## src/rtl/regs_out_reader_pkg.sv

```systemverilog
// Shared constants, state encoding and small helpers for the register-file
// readout block and its output FIFO.
package regs_out_reader_pkg;

    localparam int REG_ADDR_MSB = 3;
    localparam int FIFO_DEPTH   = 3;
    localparam int WORD_W       = 32;

    typedef enum logic [1:0] {
        IDLE  = 2'd0,
        READ  = 2'd1,
        DRAIN = 2'd2
    } state_e;

    // Index of the highest set bit; 0 for an argument of 0.
    function automatic int msb(input int value);
        int result;
        result = 0;
        for (int i = 0; i < 32; i++) begin
            if (value[i]) begin
                result = i;
            end
        end
        return result;
    endfunction

    function automatic logic [4:0] count_words(input logic [3:0] count);
        return (count == 4'd0) ? 5'd16 : {1'b0, count};
    endfunction

    function automatic logic [1:0] fifo_ptr_inc(input logic [1:0] ptr);
        return (ptr == 2'(FIFO_DEPTH - 1)) ? 2'd0 : ptr + 2'd1;
    endfunction

endpackage

```

## src/rtl/regs_out_reader_fifo.sv

```systemverilog
// Three-entry flip-flop FIFO holding register words until the consumer takes
// them; pop on empty is ignored, push and pop together keep the occupancy.
module regs_out_fifo
    import regs_out_reader_pkg::*;
(
    input  logic              clk,
    input  logic              rst,
    input  logic              push,
    input  logic [WORD_W-1:0] push_data,
    input  logic              pop,
    output logic [WORD_W-1:0] dout,
    output logic              valid,
    output logic [1:0]        count
);

    logic [WORD_W-1:0] mem_q [FIFO_DEPTH];
    logic [WORD_W-1:0] mem_d [FIFO_DEPTH];
    logic [1:0]        wr_ptr_q, wr_ptr_d;
    logic [1:0]        rd_ptr_q, rd_ptr_d;
    logic [1:0]        count_q, count_d;
    logic              do_push, do_pop;

    // NOTE: every signal gets a default before any branch so no latch is inferred.
    always_comb begin
        do_pop   = pop && (count_q != 2'd0);
        do_push  = push && ((count_q != 2'(FIFO_DEPTH)) || do_pop);
        mem_d    = mem_q;
        wr_ptr_d = wr_ptr_q;
        rd_ptr_d = rd_ptr_q;
        count_d  = count_q;
        if (do_push) begin
            mem_d[wr_ptr_q] = push_data;
            wr_ptr_d        = fifo_ptr_inc(wr_ptr_q);
        end
        if (do_pop) begin
            rd_ptr_d = fifo_ptr_inc(rd_ptr_q);
        end
        case ({do_push, do_pop})
            2'b10:   count_d = count_q + 2'd1;
            2'b01:   count_d = count_q - 2'd1;
            default: count_d = count_q;
        endcase
    end

    // NOTE: non-blocking assignments so every flop samples pre-edge values.
    always_ff @(posedge clk or posedge rst) begin
        if (rst) begin
            wr_ptr_q <= '0;
            rd_ptr_q <= '0;
            count_q  <= '0;
        end else begin
            wr_ptr_q <= wr_ptr_d;
            rd_ptr_q <= rd_ptr_d;
            count_q  <= count_d;
        end
    end

    // NOTE: storage is left unreset; the count gates dout, so stale words never escape.
    always_ff @(posedge clk) begin
        mem_q <= mem_d;
    end

    assign valid = (count_q != 2'd0);
    assign dout  = valid ? mem_q[rd_ptr_q] : '0;
    assign count = count_q;

endmodule

```

## src/rtl/regs_out_reader.sv

```systemverilog
// Streams count consecutive registers of one thread out of a two-stage
// register file into a small FIFO, issuing reads only when space is assured.
module regs_out_reader
    import regs_out_reader_pkg::*;
#(
    parameter int N_THREADS     = 16,
    parameter int N_THREADS_MSB = msb(N_THREADS - 1)
) (
    input  logic                    CLK,
    input  logic                    rst,
    input  logic                    start,
    input  logic [N_THREADS_MSB:0]  start_thread_num,
    input  logic [REG_ADDR_MSB:0]   start_reg_addr,
    input  logic [3:0]              start_count,
    output logic                    busy,
    output logic [N_THREADS_MSB:0]  rd_thread_num,
    output logic [REG_ADDR_MSB:0]   rd_addr,
    output logic                    rd_en0,
    output logic                    rd_en1,
    input  logic [WORD_W-1:0]       reg_dout,
    output logic [WORD_W-1:0]       dout,
    output logic                    out_valid,
    input  logic                    out_rd_en,
    output logic                    out_last,
    output logic                    done
);

    state_e                  state_q, state_d;
    logic [N_THREADS_MSB:0]  thread_q, thread_d;
    logic [REG_ADDR_MSB:0]   addr_q, addr_d;
    logic [4:0]              issue_left_q, issue_left_d;
    logic [4:0]              pop_left_q, pop_left_d;
    logic                    stage1_q, stage2_q;
    logic                    done_q, done_d;
    logic [1:0]              fifo_count;
    logic [2:0]              committed;
    logic                    pop, last_pop, credit, issue;

    always_comb begin
        pop       = out_valid && out_rd_en;
        last_pop  = pop && (pop_left_q == 5'd1);
        // Words stored or still in the read pipe, net of the word leaving now.
        committed = 3'(fifo_count) + 3'(stage1_q) + 3'(stage2_q) - 3'(pop);
        credit    = (committed < 3'(FIFO_DEPTH));

        state_d       = state_q;
        thread_d      = thread_q;
        addr_d        = addr_q;
        issue_left_d  = issue_left_q;
        pop_left_d    = pop ? pop_left_q - 5'd1 : pop_left_q;
        done_d        = last_pop;
        issue         = 1'b0;
        rd_thread_num = thread_q;
        rd_addr       = addr_q;

        unique case (state_q)
            IDLE: begin
                if (start) begin
                    issue         = 1'b1;
                    rd_thread_num = start_thread_num;
                    rd_addr       = start_reg_addr;
                    thread_d      = start_thread_num;
                    addr_d        = start_reg_addr;
                    issue_left_d  = count_words(start_count) - 5'd1;
                    pop_left_d    = count_words(start_count);
                    state_d       = READ;
                end
            end
            READ: begin
                if (issue_left_q == 5'd0) begin
                    state_d = DRAIN;
                end else if (credit) begin
                    issue        = 1'b1;
                    rd_addr      = addr_q + 1'b1;
                    addr_d       = addr_q + 1'b1;
                    issue_left_d = issue_left_q - 5'd1;
                    if (issue_left_q == 5'd1) begin
                        state_d = DRAIN;
                    end
                end
            end
            DRAIN: begin
                state_d = DRAIN;
            end
            default: begin
                state_d = IDLE;
            end
        endcase

        if (last_pop) begin
            state_d = IDLE;
        end
    end

    always_ff @(posedge CLK or posedge rst) begin
        if (rst) begin
            state_q      <= IDLE;
            thread_q     <= '0;
            addr_q       <= '0;
            issue_left_q <= '0;
            pop_left_q   <= '0;
            stage1_q     <= 1'b0;
            stage2_q     <= 1'b0;
            done_q       <= 1'b0;
        end else begin
            state_q      <= state_d;
            thread_q     <= thread_d;
            addr_q       <= addr_d;
            issue_left_q <= issue_left_d;
            pop_left_q   <= pop_left_d;
            stage1_q     <= issue;
            stage2_q     <= stage1_q;
            done_q       <= done_d;
        end
    end

    regs_out_fifo u_fifo (
        .clk       (CLK),
        .rst       (rst),
        .push      (stage2_q),
        .push_data (reg_dout),
        .pop       (pop),
        .dout      (dout),
        .valid     (out_valid),
        .count     (fifo_count)
    );

    assign rd_en0   = issue;
    assign rd_en1   = stage1_q;
    assign busy     = (state_q != IDLE);
    assign out_last = out_valid && (pop_left_q == 5'd1);
    assign done     = done_q;

endmodule

```

## config.mk

```make
export PLATFORM = sky130hd
export DESIGN_NAME = regs_out_reader
export DESIGN_NICKNAME = d
export VERILOG_FILES = /design/src/rtl/regs_out_reader_pkg.sv /design/src/rtl/regs_out_reader_fifo.sv /design/src/rtl/regs_out_reader.sv
export SDC_FILE = /design/constraint.sdc
export NUM_CORES = 1
export LEC_CHECK = 0
export CORE_ASPECT_RATIO = 0.6
export CORE_UTILIZATION = 40
export CTS_CLUSTER_DIAMETER = 50
export CTS_CLUSTER_SIZE = 20
export DETAILED_ROUTE_END_ITERATION = 10
export REMOVE_ABC_BUFFERS = 1
export SETUP_SLACK_MARGIN = 0.2
export SYNTH_ARGS = -nofsm -noshare
export SYNTH_HDL_FRONTEND = slang
export SYNTH_HIERARCHICAL = 1
export SYNTH_SLANG_ARGS = --single-unit
```

## constraint.sdc

```tcl
create_clock -name CLK -period 5.58 [get_ports CLK]
set_clock_uncertainty 0.15 [all_clocks]
set_input_delay 0.558 -clock CLK [delete_from_list [all_inputs] [get_ports CLK]]
set_output_delay 0.558 -clock CLK [all_outputs]
set_load 0.01 [all_outputs]
```

==> impl_metrics.py <==
metrics = {
    "route": {
        "drt-pass1-iter-count": 4,
        "routed_via_count": 3762,
        "met2_length_mm": 5.23,
        "top_layer_used": "met4",
        "routedLengthMet1_mm": 6.11,
        "drt-initial-drc-count": 228,
        "drc_viols": 0,
        "drt-vias-per-instance": 5.12,
        "routed_wirelength_mm": 12.3,
        "ant_nets": 0,
        "met3WireLength_um": 771,
        "wl_per_cell_um": 16.7,
    },
    "floorplanning": {
        "core_area_um2": 13700,
        "io_pins": 94,
        "floorplan.rows": 33,
        "horizontal_die_dimension_um": 155,
        "die_h_um": 94.0,
        "die_area_um2": 14600,
        "initial_utilization": 0.412,
    },
    "clocking": {
        "hold_buffers": 0,
        "cts_buffers": 17,
        "clock_sink_count": 125,
        "cts_resized": 0,
        "clockBufferDepth": 2,
        "cts_setup_buffers": 0,
        "cts_tree": "yes",
        "clkLatencyLatePin_ns": 0.40,
        "cts_max_level": 4,
        "clockRootBuffer": "sky130_fd_sc_hd__clkbuf_16",
        "path_clk_slew_ns": 0.05,
    },
    "yosys": {
        "yosys.area_share.xor_xnor": 0.0153,
        "synth_top_area_frac": 0.511,
        "synthSimpleGateAreaFrac": 0.134,
        "synth-compound-area-share": 0.134,
        "netlist-cell-type-count": 47,
        "yosys_warnings": 6,
        "register_bit_count_reported_by_yosys": 125,
        "ys_dominant_reg_cell": "sky130_fd_sc_hd__edfxtp_1",
        "synth.cell_area_um2": 5650,
        "count_of_flip_flops_with_a_built_in_enable_after_synthesis": 96,
        "post_synth_inst_count": 440,
        "main_combinational_cell_family_by_area_after_synthesis": "compound AO/OA/AOI/OAI gates",
        "netlist.top_cell.by_area": "sky130_fd_sc_hd__edfxtp_1",
        "yosys-mux-area-fraction": 0.00554,
        "synthAdderAreaFrac": 0.0293,
        "synth.yosys.seq_area_share": 0.639,
        "average_footprint_of_a_synthesized_cell_um2": 12.8,
        "asyncSetResetFlopFracSynth": 0.232,
        "synth_top_cells_by_area": "sky130_fd_sc_hd__edfxtp_1, sky130_fd_sc_hd__dfrtp_1, sky130_fd_sc_hd__a211oi_1",
    },
    "finish": {
        "multi_input_comb_area_um2": 1810,
        "area_delta_synth_final_pct": 29.3,
        "fillers": 1167,
        "fin_cells": 735,
        "drive_above_1_share": 0.0884,
        "sequential_cell_area_um2": 3610,
        "diodes": 0,
        "utilization": 0.532,
        "num-nets-final": 591,
    },
    "setup_path": {
        "worst_path_max_delay_cell": "sky130_fd_sc_hd__dfrtp_1",
        "data_required_time_of_the_worst_path_ns": 4.87,
        "timing.critical_path.arrival_ns": 4.24,
        "critical_path.startpoint_type": "flip-flop",
        "setup.worst_path.class": "reg2out",
        "timing.critical_path.buf_inv": 5,
        "crit_top_cell": "sky130_fd_sc_hd__inv_1",
        "worst_setup_end_kind": "primary output",
        "crit-reg2reg-capture": "addr_q[0]$_DFF_PP0_",
        "path_max_fanout": 9,
        "timing.rr.start": "u_fifo/count[1]$_DFFE_PP0P_",
        "crit_path_cell_trace": "nor2_4 -> inv_1 -> nand2_1 -> inv_1 -> ha_1 -> fa_1 -> inv_1 -> fa_1 -> and2b_1 -> nor3b_4 -> xor2_1 -> a222oi_1 -> inv_1 -> clkdlybuf4s50_1",
        "rr_worst_depth": 13,
        "max_stage_delay_ns": 0.51,
        "reg2reg_setup_slack_ns": 1.97,
        "cp_top_delay_family": "adder cells",
    },
    "power_and_ir_drop": {
        "p_total_w": 0.00416,
        "vdd_drop_max_mv": 0.297,
        "static-leakage-power_nw": 2.61,
        "power.density_nw_per_um2": 570,
    },
    "placed_design": {
        "post-dp-hpwl_mm": 8.01,
        "gp_congestion": 0.855,
        "dpl.cell_count": 704,
        "portBuffers": 93,
    },
    "sta": {
        "setup_viol_count_final": 0,
        "max-slew-margin-rel": 0.282,
        "final_period_minus_worst_setup_slack_ns": 4.94,
        "unrepaired_setup_endpoints_after_global_routing": "no",
        "worst_hold_margin_ns": 0.256,
        "f_max_mhz": 202,
        "report.final.slew_viol_count": 0,
        "timing.setup.tns_ns": 0,
        "hold_viol_final": 0,
        "timing.final.crit_share": 0.886,
        "tightestPinTransition_ns": 1.08,
    },
    "global_routing": {
        "first_global_vias": 3588,
        "grt_first_pass_wirelength_mm": 19.4,
        "grt_start_max_net_pins": 74,
        "grt_util_all_layers": 0.181,
        "antenna_found_initial": 0,
        "grt_remaining_overflow": 0,
    },
    "hold_path": {
        "worstHoldPathType": "in2async",
    },
    "job": {
        "max_cap_violations": 0,
    },
    "status": {
        "status": "finished, final reports clean",
    },
}
layout make-up:
| type | instances | share of cell area |
|---|---|---|
| well taps | 192 | 0.0329 |
| clock inverters | 12 | 0.0201 |
| flip-flops and latches | 125 | 0.495 |
| repair buffers | 98 | 0.133 |
| clock buffers | 19 | 0.0593 |
| inverters | 23 | 0.0118 |
| multi-input cells | 266 | 0.248 |
through the flow:
step	instance area, um2	worst slack, ns
CTS	7300	0.622
finish	7300	0.636
global route	7300	0.397
global placement	6720	0.834
floorplan	5490	0.508
detailed placement	6720	0.749
power breakdown:
group | internal [W] | switching [W]
combinational | 0.000774 | 0.000868
clock | 0.000696 | 0.000381
sequential | 0.00125 | 0.000191
total | 0.00272 | 0.00144
flip-flops by register name (all words and copies together), names as in the netlist:
register	flops
u_fifo/mem_q	96
issue_left_q	5
pop_left_q	5
addr_q	4
thread_q	4
state_q	2
u_fifo/count	2
u_fifo/rd_ptr_q	2
u_fifo/wr_ptr_q	2
done	1
rd_en1	1
stage2_q	1
routing by layer:
metal  global-route usage  up-vias
met2                0.262      110
li1                     -     1811
met5                    0        -
met3               0.0494       14
met4               0.0686        0
met1                0.257     1827
cells in the mapped netlist (all sizes together), types with 2 or more instances:
library cell  instances
ha                   10
nor3b                 3
o211ai                3
inv                  23
a21oi                12
fa                    2
a31oi                 3
clkbuf                7
nor2b                32
nor2                  9
a21o                  2
dfrtp                29
a211oi               64
nand2b               35
xnor2                 4
nand3b                2
o21ai                15
nor3                  7
mux2i                 2
xor2                  5
nor4                  2
nand3                 7
edfxtp               96
and2                  2
nand2                28
o22ai                 4
buf                  19
cell families (layout without fill, tap and decap cells):
family                   Yosys count  count (layout)
buffers and inverters             49             152
multiplexers                       3               3
AND/OR/NAND/NOR                  133             133
adder cells (fa/ha/maj)           12              12
AO/OA/AOI/OAI                    109             109
XOR/XNOR                           9               9
flip-flops                       125             125
worst reg2reg max path: cells and delay by family, from the launching register on:
family	cells	cell delay (ns)
adders and majority gates	3	1.07
and+or+nand+nor	4	0.94
DFF	1	0.51
buffers and inverters	4	0.40
AOI/OAI and AO/OA	1	0.28
xor gates and xnor gates	1	0.12
worst max path at each step:
stage / cells after the start / from / endpoint / slack (ns)
2_1_floorplan: 13 / u_fifo/count[1]$_DFFE_PP0P_ / rd_addr[0] / 0.51
3_3_place_gp: 13 / out_rd_en / rd_addr[0] / 0.83
3_5_place_dp: 13 / out_rd_en / rd_addr[0] / 0.75
4_1_cts: 14 / u_fifo/count[1]$_DFFE_PP0P_ / rd_addr[0] / 0.62
5_1_grt: 14 / u_fifo/count[1]$_DFFE_PP0P_ / rd_addr[0] / 0.40
6_report: 14 / u_fifo/count[1]$_DFFE_PP0P_ / rd_addr[0] / 0.64
placed cells by master, fill, tap and decap left out, types with 2 or more instances in the layout:
cell / count
sky130_fd_sc_hd__edfxtp_1: 96
sky130_fd_sc_hd__clkdlybuf4s50_1: 93
sky130_fd_sc_hd__a211oi_1: 62
sky130_fd_sc_hd__nand2b_1: 35
sky130_fd_sc_hd__nor2b_1: 32
sky130_fd_sc_hd__nand2_1: 28
sky130_fd_sc_hd__dfrtp_1: 27
sky130_fd_sc_hd__inv_1: 21
sky130_fd_sc_hd__clkbuf_16: 17
sky130_fd_sc_hd__a21oi_1: 12
sky130_fd_sc_hd__ha_1: 10
sky130_fd_sc_hd__nor2_1: 8
sky130_fd_sc_hd__o21ai_0: 8
sky130_fd_sc_hd__o21ai_1: 7
sky130_fd_sc_hd__nand3_1: 7
sky130_fd_sc_hd__nor3_1: 6
sky130_fd_sc_hd__xor2_1: 5
sky130_fd_sc_hd__clkinv_2: 5
sky130_fd_sc_hd__buf_4: 5
sky130_fd_sc_hd__o22ai_1: 4
sky130_fd_sc_hd__xnor2_1: 3
sky130_fd_sc_hd__o211ai_1: 3
sky130_fd_sc_hd__a31oi_1: 3
sky130_fd_sc_hd__bufinv_16: 3
sky130_fd_sc_hd__clkinvlp_4: 3
sky130_fd_sc_hd__and2_1: 2
sky130_fd_sc_hd__inv_2: 2
sky130_fd_sc_hd__nand3b_1: 2
sky130_fd_sc_hd__nor4_1: 2
sky130_fd_sc_hd__mux2i_1: 2
sky130_fd_sc_hd__fa_1: 2
sky130_fd_sc_hd__clkbuf_1: 2
sky130_fd_sc_hd__a21o_1: 2
sky130_fd_sc_hd__a211oi_2: 2
sky130_fd_sc_hd__dfrtp_2: 2
Note: power is estimated with default switching activity, not from simulation.
